$ cat config.mk
export PLATFORM = sky130hd
export DESIGN_NAME = nn_mem_reader
export DESIGN_NICKNAME = d
export VERILOG_FILES = /design/src/rtl/nn_mem_reader.sv
export SDC_FILE = /design/constraint.sdc
export NUM_CORES = 1
export LEC_CHECK = 0
export CORE_MARGIN = 2
export CORE_UTILIZATION = 37
export CTS_CLUSTER_SIZE = 40
export DETAILED_ROUTE_END_ITERATION = 8
export GPL_ROUTABILITY_DRIVEN = 0
export GPL_TIMING_DRIVEN = 0
export PLACE_DENSITY = 0.8
export SLEW_MARGIN = 20
export SYNTH_ARGS = -nofsm -noshare
export SYNTH_HDL_FRONTEND = slang
export SYNTH_SLANG_ARGS = --single-unit
$ cat constraint.sdc
create_clock -name clk -period 1.6 [get_ports clk]
set_clock_uncertainty 0.2 [all_clocks]
set_input_delay 0.16 -clock clk [delete_from_list [all_inputs] [get_ports clk]]
set_output_delay 0.16 -clock clk [all_outputs]
set_load 0.01 [all_outputs]
$ cat src/rtl/nn_mem_reader.sv
// Read-side sequencer for mem_sys: sweeps every weight bank and address, issuing paired
// weight/input reads and presenting each captured bit pair on a valid/ready stream.
module nn_mem_reader #(
    parameter int W_ADDR_LEN  = 20,
    parameter int W_SEL_LEN   = 2,
    parameter int X_SEL_LEN   = 2,
    parameter int NUM_W_BANKS = 4,
    parameter int DEPTH       = 8,
    parameter int IDX_W       = 3
) (
    input  logic                  clk,
    input  logic                  rst,
    input  logic                  start,
    input  logic                  abort,
    output logic                  busy,
    output logic                  done,
    output logic                  read_rq_w,
    output logic                  read_rq_x,
    output logic [W_ADDR_LEN-1:0] rw_address,
    output logic [W_SEL_LEN-1:0]  sel_w,
    output logic [X_SEL_LEN-1:0]  sel_x,
    input  logic                  read_data_w,
    input  logic                  read_data_x,
    output logic                  out_valid,
    input  logic                  out_ready,
    output logic                  out_w,
    output logic                  out_x,
    output logic [IDX_W-1:0]      out_idx,
    output logic [W_SEL_LEN-1:0]  out_bank,
    output logic                  out_last
);

    typedef enum logic [2:0] {
        IDLE,
        ISSUE,
        CAPTURE,
        PRESENT,
        FIN
    } state_t;

    localparam logic [IDX_W-1:0]     IDX_MAX  = IDX_W'(DEPTH - 1);
    localparam logic [W_SEL_LEN-1:0] BANK_MAX = W_SEL_LEN'(NUM_W_BANKS - 1);

    state_t                 state;
    state_t                 state_nxt;
    logic [IDX_W-1:0]       idx;
    logic [W_SEL_LEN-1:0]   bank;
    logic                   abort_now;
    logic                   handshake;

    assign abort_now = abort && (state != IDLE);
    assign handshake = (state == PRESENT) && out_ready;

    always_ff @(posedge clk or posedge rst) begin
        if (rst) begin
            state <= IDLE;
        end else begin
            state <= state_nxt;
        end
    end

    always_comb begin
        state_nxt = state;
        if (abort_now) begin
            state_nxt = IDLE;
        end else begin
            case (state)
                IDLE:    if (start) state_nxt = ISSUE;
                ISSUE:   state_nxt = CAPTURE;
                CAPTURE: state_nxt = PRESENT;
                PRESENT: if (handshake) state_nxt = out_last ? FIN : ISSUE;
                FIN:     state_nxt = IDLE;
                default: state_nxt = IDLE;
            endcase
        end
    end

    // Counters advance only on an accepted, non-final pair; the final pair leaves them at their maxima.
    always_ff @(posedge clk or posedge rst) begin
        if (rst) begin
            idx  <= '0;
            bank <= '0;
        end else if (state == IDLE) begin
            if (start) begin
                idx  <= '0;
                bank <= '0;
            end
        end else if (!abort && handshake && !out_last) begin
            if (idx == IDX_MAX) begin
                idx  <= '0;
                bank <= bank + W_SEL_LEN'(1);
            end else begin
                idx <= idx + IDX_W'(1);
            end
        end
    end

    // Captured pair is cleared whenever the sequencer drops back to IDLE (abort or end of sweep).
    always_ff @(posedge clk or posedge rst) begin
        if (rst) begin
            out_w    <= 1'b0;
            out_x    <= 1'b0;
            out_idx  <= '0;
            out_bank <= '0;
            out_last <= 1'b0;
        end else if (state_nxt == IDLE) begin
            out_w    <= 1'b0;
            out_x    <= 1'b0;
            out_idx  <= '0;
            out_bank <= '0;
            out_last <= 1'b0;
        end else if (state == CAPTURE) begin
            out_w    <= read_data_w;
            out_x    <= read_data_x;
            out_idx  <= idx;
            out_bank <= bank;
            out_last <= (bank == BANK_MAX) && (idx == IDX_MAX);
        end
    end

    always_comb begin
        busy       = 1'b0;
        done       = 1'b0;
        read_rq_w  = 1'b0;
        read_rq_x  = 1'b0;
        rw_address = '0;
        sel_w      = '0;
        sel_x      = '0;
        out_valid  = 1'b0;
        case (state)
            ISSUE: begin
                busy       = 1'b1;
                read_rq_w  = 1'b1;
                read_rq_x  = 1'b1;
                rw_address = W_ADDR_LEN'(idx);
                sel_w      = bank;
            end
            CAPTURE: begin
                busy       = 1'b1;
                rw_address = W_ADDR_LEN'(idx);
                sel_w      = bank;
            end
            PRESENT: begin
                busy      = 1'b1;
                out_valid = 1'b1;
            end
            FIN: begin
                done = 1'b1;
            end
            default: ;
        endcase
    end

endmodule

==> run_results.csv, run 1 <==
group,metric,value,unit
timing,slew_headroom,60.7,%
global_route,globalRouteTotalUtil,15.6,%
critical_path,critical-path-top-cell-by-count,"buf_6",
timing,worst-slew-pin-transition,0.588,ns
critical_path,cp_data_required_time,1.24,ns
critical_path,cp.buffers_inverters,4,
global_route,grt_antenna_before_repair,0,
timing,rsz0062_at_grt,"yes",
timing,setup_viol,23,
critical_path,worst_setup_path_start_kind,"flip-flop",
critical_path,critPathTopFamily,"buffers and inverters",
layout,filler_cell_count,231,
critical_path,worstSetupPathType,"flip-flop to primary output",
layout,number_of_antenna_repair_diodes,0,
die,dieWidth,56.0,um
layout,area.growth.synth_to_final,55.1,%
job,cap_viol_max_count,0,
critical_path,timing.rr.start,"state[1]",
die,core.rowCount,18,
worst_hold_path,hp-class,"primary input to async pin",
critical_path,worstRegToRegCells,5,
synthesis,seq_area_frac_synth,40.0,%
clocking,cts_buffer_depth,2,
clocking,cts_root_cell,"clkbuf_4",
synthesis,synthesis.yosys.warnings,0,
critical_path,reg2reg_slack,-0.17,ns
global_route,groute.layer.met3.usage,6.05,%
clocking,clk_sinks,16,
global_route,grt_overflow_total,0,
global_route,grt_pass1_wl,3710,um
global_route,pin_count_of_the_biggest_net_entering_global_routing,17,
drt,dr_total_vias,854,
die,die_area,3140,um^2
drt,final_antenna_net_count,0,
timing,total_negative_setup_slack,-3.74,ns
clocking,number_of_buffers_created_by_cts,3,
drt,drt-total-wl,2430,um
timing,finalWorstSetupSlack,-0.316,ns
clocking,clk_pin_slew,0.08,ns
drt,drt_iter0_markers,8,
global_route,groute.layer.met2.usage,28.2,%
synthesis,synth_area_per_cell,9.81,um^2
layout,postLayoutCoreUtil,61.6,%
critical_path,critical-path-max-stage-delay,0.40,ns
status,violations,"setup timing",
die,start_util,39.7,%
timing,layout_min_cycle_time,1.92,ns
timing,maxClockFrequency,522,MHz
drt,drtPass1Iterations,4,
timing,final_min_period_over_clock_period,120,%
critical_path,critical_path.endpoint_type,"primary output",
critical_path,critical_path.reg2reg.endpoint,"idx[1]",
layout,num-nets-final,173,
critical_path,worstPathCellList,"buf_6 > xnor2_2 > nor2_2 > buf_4 > buf_6 > and2_4 > buf_6",
synthesis,post_synth_inst_count,102,
pwr,leakage,0.907,nW
pwr,power.density_cell_area,789,nW/um^2
clocking,tritoncts,"built",
drt,routed_via_density,4.47,
clocking,clk_latency,0.28,ns
critical_path,cpMaxStageDelayCell,"dfrtp_1",
global_route,grt_most_used_layer,"met2",
layout,post_route_cells_drive_above_1_share,42.9,%
die,fp.dieH,56.0,um
synthesis,netlist_area,1000,um^2
drt,drc,0,
clocking,cts-hold-fix-buffers,0,
placement,dp_worst_setup_slack,-0.413,ns
die,design.core.area,2520,um^2
critical_path,worst-path-max-fanout,6,
global_route,global_route_met1_utilization,16.9,%
synthesis,synthDistinctLibCells,27,
pwr,ir_drop,0.538,mV
synthesis,synth-seq-cells,16,
status,outcome,"finished, violations left",
drt,routed_wire_length_per_instance,12.7,um
timing,final_number_of_max_transition_violations,0,
timing,timing.final.hold_violations,0,
placement,dp_hpwl,1500,um
die,floorplan.io_pins,44,
clocking,cts_max_level,1,
placement,placement.io_buffers,24,
critical_path,worst-endpoint-arrival,1.56,ns
global_route,grt_pass1_vias,772,
timing repair:
item,CTS,global route
gates cloned,1,0
setup endpoints to repair,19,28
pin swaps,7,7
hold endpoints to repair,0,0
buffers inserted,9,7
resized for setup,56,21
cells in the mapped netlist (all sizes together):
library cell,count,area (um^2)
conb,1,3.75
nor3,1,5.00
o21ai,1,5.00
dfrtp,16,400
o311ai,1,16.3
ha,3,37.5
nor2,11,41.3
nor4,1,6.26
xnor2,1,8.76
nand4b,1,8.76
nand3b,1,7.51
nor3b,2,15.0
or4b,1,13.8
nand3,1,5.00
inv,5,18.8
nand2b,1,6.26
a311oi,1,8.76
and3,3,18.8
nor2b,1,6.26
buf,24,181
nand2,5,18.8
and2,5,31.3
mux2i,12,120
a21oi,2,10.0
or2,1,6.26
layer usage:
layer / share of wire [%] / up-vias
met1: 38 / 396
met3: 7.1 / 6
met5: 0 / -
li1: - / 421
met2: 53 / 31
met4: 1.5 / 0
where the power goes:
| part | leakage (nW) | total (W) | switching [W] | internal, W |
|---|---|---|---|---|
| clock | 0.0138 | 0.000207 | 0.000120 | 0.0000875 |
| combinational | 0.673 | 0.000570 | 0.000257 | 0.000313 |
| sequential | 0.220 | 0.000448 | 0.0000206 | 0.000428 |
layout make-up:
cell class | instances | area [um^2] | share of cell area [%]
plain buffers | 23 | 178 | 11.4
flip-flops and latches | 16 | 400 | 25.8
well taps | 30 | 37.5 | 2.42
inverters | 5 | 18.8 | 1.21
repair buffers | 39 | 350 | 22.6
clock buffers | 3 | 22.5 | 1.45
multi-input cells | 75 | 546 | 35.1
metrics by stage:
step	hold WS [ns]	instances	cell area, um^2	power (W)
detailed placement	0.315	174	1350	0.000823
finish	0.0322	191	1550	0.00122
global route	0.0861	191	1550	0.00130
CTS	0.0630	187	1470	0.00116
floorplan	-0.126	120	1070	0.000695
global placement	0.302	174	1350	0.000814
registers in the layout, indices dropped and copies added (netlist names):
name and flops:
out_w 1, out_idx 3, bank 2, idx 3
out_x 1, state 3, out_last 1, out_bank 2
layout by cell type, fill, tap and decap left out:
cell,count
nor2b_1,1
nor2_1,9
nand2_2,5
inv_1,5
nor2_4,1
nand4b_1,1
nor2_2,1
a21oi_2,1
a21oi_1,1
or2_2,1
o21ai_1,1
nand3_1,1
buf_2,8
mux2i_1,12
nor3b_4,1
buf_6,10
clkdlybuf4s50_1,10
dlymetal6s2s_1,4
or4b_4,1
xnor2_2,1
and2_4,2
conb_1,19
buf_4,30
and2_1,3
clkbuf_4,3
nor3_2,1
nand2b_4,1
a311oi_1,1
and3_1,3
nor4_1,1
nor3b_2,1
ha_1,3
nand3b_1,1
o311ai_4,1
dfrtp_1,16
logic make-up (layout without fill, tap and decap cells):
group | after synthesis | count (layout) | synth area share [%]
other | 1 | 19 | 0.375
buffers and inverters | 29 | 70 | 20.0
flip-flops | 16 | 16 | 40.0
AND/OR/NAND/NOR | 35 | 35 | 19.0
AO/OA/AOI/OAI | 5 | 5 | 4.00
multiplexers | 12 | 12 | 12.0
XOR/XNOR | 1 | 1 | 0.875
adder cells (fa/ha/maj) | 3 | 3 | 3.75
worst max-delay path by stage:
stage	start	to	cells past startpoint	slack, ns
2_1_floorplan	state[1]	idx[0]	4	0.1
3_3_place_gp	state[0]	rw_address[1]	5	-0.39
3_5_place_dp	state[0]	rw_address[1]	5	-0.41
4_1_cts	state[0]	rw_address[1]	7	-0.29
5_1_grt	state[1]	rw_address[1]	7	-0.38
6_report	state[1]	rw_address[1]	7	-0.32
worst register-to-register path, stage by stage (launching register included):
cell	delay [ns]
dfrtp_1	0.40
buf_6	0.14
buf_4	0.15
or4b_4	0.60
nand2_2	0.09
mux2i_1	0.07
(Power assumes the default switching activity.)
==> run 2: changes to the inputs <==
--- a/config.mk
+++ b/config.mk
@@ -6,12 +6,12 @@
 export NUM_CORES = 1
 export LEC_CHECK = 0
 export CORE_MARGIN = 2
-export CORE_UTILIZATION = 37
+export CORE_UTILIZATION = 25
 export CTS_CLUSTER_SIZE = 40
 export DETAILED_ROUTE_END_ITERATION = 8
 export GPL_ROUTABILITY_DRIVEN = 0
 export GPL_TIMING_DRIVEN = 0
-export PLACE_DENSITY = 0.8
+export PLACE_DENSITY = 0.59
 export SLEW_MARGIN = 20
 export SYNTH_ARGS = -nofsm -noshare
 export SYNTH_HDL_FRONTEND = slang
==> run 2 against run 1 <==
Effect of this change:
- the flow still finishes with violations (setup timing)
- global-route usage decreased by 5.5 points
- first-iteration DRC count decreased by 13%
- clock-buffer cell count increased by 1
- critical path depth decreased by 2
- routed wire length decreased by 5.7%
- final cell count increased by 5.8%
- sequential power about the same
- power increased by 5.3%
- register-to-register slack improved by 0.12 ns
- fmax increased by 14%
- critical path type unchanged
- highest routed layer unchanged
==> run_results.csv, run 2 (synthesis results as in run 1) <==
group,metric,value,unit
die,start_util,26.7,%
critical_path,worstSetupPathType,"flip-flop to primary output",
drt,drc,0,
critical_path,worst-path-max-fanout,7,
pwr,total_power,0.00129,W
critical_path,critPathLaunch,"state[0]",
critical_path,worst-endpoint-arrival,1.33,ns
timing,final_number_of_max_transition_violations,0,
critical_path,critical_path_depth,5,
global_route,grt_antenna_before_repair,0,
global_route,grt_overflow_total,0,
critical_path,worstPathCellList,"buf_6 > xnor2_4 > nor2_4 > and2_1 > buf_2",
timing,rsz0062_at_grt,"yes",
status,violations,"setup timing",
timing,maxClockFrequency,592,MHz
global_route,globalRouteTotalUtil,10.1,%
clocking,number_of_buffers_created_by_cts,3,
drt,routed_via_density,3.99,
drt,dr_total_vias,806,
drt,drt_iter0_markers,7,
die,fp.dieH,67.3,um
layout,layout_commonest_cell,"buf_4",
critical_path,worstRegToRegCells,5,
timing,layout_min_cycle_time,1.69,ns
timing,slew_headroom,59.8,%
clocking,cts_root_cell,"clkbuf_8",
die,die_area,4530,um^2
layout,largestRegisters,"idx x3, out_idx x3, state x3",
drt,drtPass1Iterations,4,
global_route,grt_pass1_wl,3420,um
worst_hold_path,hp-class,"primary input to async pin",
pwr,ir_drop,0.490,mV
layout,num-nets-final,165,
layout,area.growth.synth_to_final,53.6,%
layout,mostFrequentLayoutCells,"buf_4, conb_1, dfrtp_1, clkdlybuf4s50_1, mux2i_1",
timing,total_negative_setup_slack,-0.603,ns
clocking,clk_sinks,16,
drt,routed_wire_length_per_instance,11.3,um
layout,number_of_antenna_repair_diodes,0,
critical_path,critical_path.endpoint_type,"primary output",
critical_path,critical-path-max-stage-delay,0.39,ns
die,design.core.area,3740,um^2
clocking,cts_max_level,1,
pwr,power.density_cell_area,839,nW/um^2
timing,timing.final.hold_violations,0,
die,floorplan.io_pins,44,
die,core.rowCount,22,
drt,drt-total-wl,2290,um
placement,dp_worst_setup_slack,-0.382,ns
clocking,clk_latency,0.25,ns
timing,worst-slew-pin-transition,0.602,ns
layout,post_route_cells_drive_above_1_share,38.3,%
critical_path,worst_setup_path_start_kind,"flip-flop",
critical_path,critPathTopFamily,"flip-flops",
layout,filler_cell_count,385,
timing,finalWorstSetupSlack,-0.0879,ns
job,cap_viol_max_count,0,
drt,final_antenna_net_count,0,
clocking,cts_buffer_depth,2,
critical_path,cp_data_required_time,1.24,ns
placement,dp_hpwl,1620,um
critical_path,cp.buffers_inverters,2,
critical_path,cpMaxStageDelayCell,"dfrtp_1",
timing,setup_viol,11,
global_route,pin_count_of_the_biggest_net_entering_global_routing,17,
timing,final.hold.worst_slack,0.0733,ns
pwr,leakage,0.807,nW
status,outcome,"finished, violations left",
clocking,clk_pin_slew,0.07,ns
global_route,grt_pass1_vias,723,
clocking,tritoncts,"built",
placement,placement.io_buffers,24,
die,dieWidth,67.3,um
critical_path,timing.rr.start,"state[2]",
timing,final_min_period_over_clock_period,105,%
==> run 2: cell types whose count changed in the layout (fill, tap and decap cells not counted), moves of 2 or more <==
cell and change:
clkbuf_4 -3, clkbuf_8 +4, clkdlybuf4s50_1 +4, nand2_1 +3, dlymetal6s2s_1 -4, buf_2 -2
buf_6 -4, buf_4 -5, nand2_2 -3
==> run 2: final timing paths <==
kind / end / slack (ns)
max reg2reg: out_x / -0.05
min: out_idx[2] / 0.07
max: rw_address[2] / -0.09
min reg2reg: out_x / 0.33
min in group clk: out_x / 0.33
max in group asynchronous: out_x / 0.73
==> run 2: layer usage <==
| layer | up-vias | GRT usage, % | wire [um] |
|---|---|---|---|
| li1 | 400 | - | - |
| met1 | 378 | 11.6 | 932 |
| met2 | 24 | 18.1 | 1180 |
| met3 | 4 | 2.17 | 129 |
| met4 | 0 | 4.08 | 44 |
| met5 | - | 0 | 0 |
==> run 2: timing repair <==
action	4_1_cts	5_1_grt
buffers inserted	3	2
setup endpoints to repair	22	21
resized for setup	44	15
cloned	0	1
hold buffers	0	0
pin swaps	9	8
==> run 2: worst reg2reg max path, cell delays in order, from the launching register on <==
cell and delay, ns:
dfrtp_1 0.36, buf_2 0.19, nor3b_2 0.26, clkdlybuf4s15_2 0.30, mux2i_1 0.19, nor2_1 0.05
==> run 2: through the flow <==
| step | area (um^2) | utilization [%] | std cells |
|---|---|---|---|
| finish | 1540 | 41.1 | 202 |
| global route | 1540 | 41.1 | 202 |
| CTS | 1430 | 38.2 | 199 |
| detailed placement | 1370 | 36.6 | 192 |
| global placement | 1370 | 36.6 | 192 |
| floorplan | 1070 | - | 120 |
==> run 2: area by class of cell <==
type | count | area [um^2] | area share [%]
multi-input combinational | 75 | 538 | 35.0
sequential | 16 | 400 | 26.0
timing repair buffer | 30 | 280 | 18.2
buffer | 24 | 185 | 12.0
tap | 48 | 60.1 | 3.91
clock buffer | 4 | 55.1 | 3.58
inverter | 5 | 18.8 | 1.22
==> run 2: power breakdown <==
group          internal (W)  switching [W]  total, W
combinational      0.000258       0.000228  0.000485
clock              0.000218       0.000140  0.000358
sequential         0.000428      0.0000187  0.000447
total              0.000904       0.000386   0.00129
==> run 3: changes to the inputs <==
--- a/config.mk
+++ b/config.mk
@@ -5,6 +5,7 @@
 export SDC_FILE = /design/constraint.sdc
 export NUM_CORES = 1
 export LEC_CHECK = 0
+export ABC_CLOCK_PERIOD_IN_PS = 1600
 export CORE_MARGIN = 2
 export CORE_UTILIZATION = 25
 export CTS_CLUSTER_SIZE = 40
==> results of run 3 <==
Same layout as run 2: the final DEF is identical, and so are final timing and power.
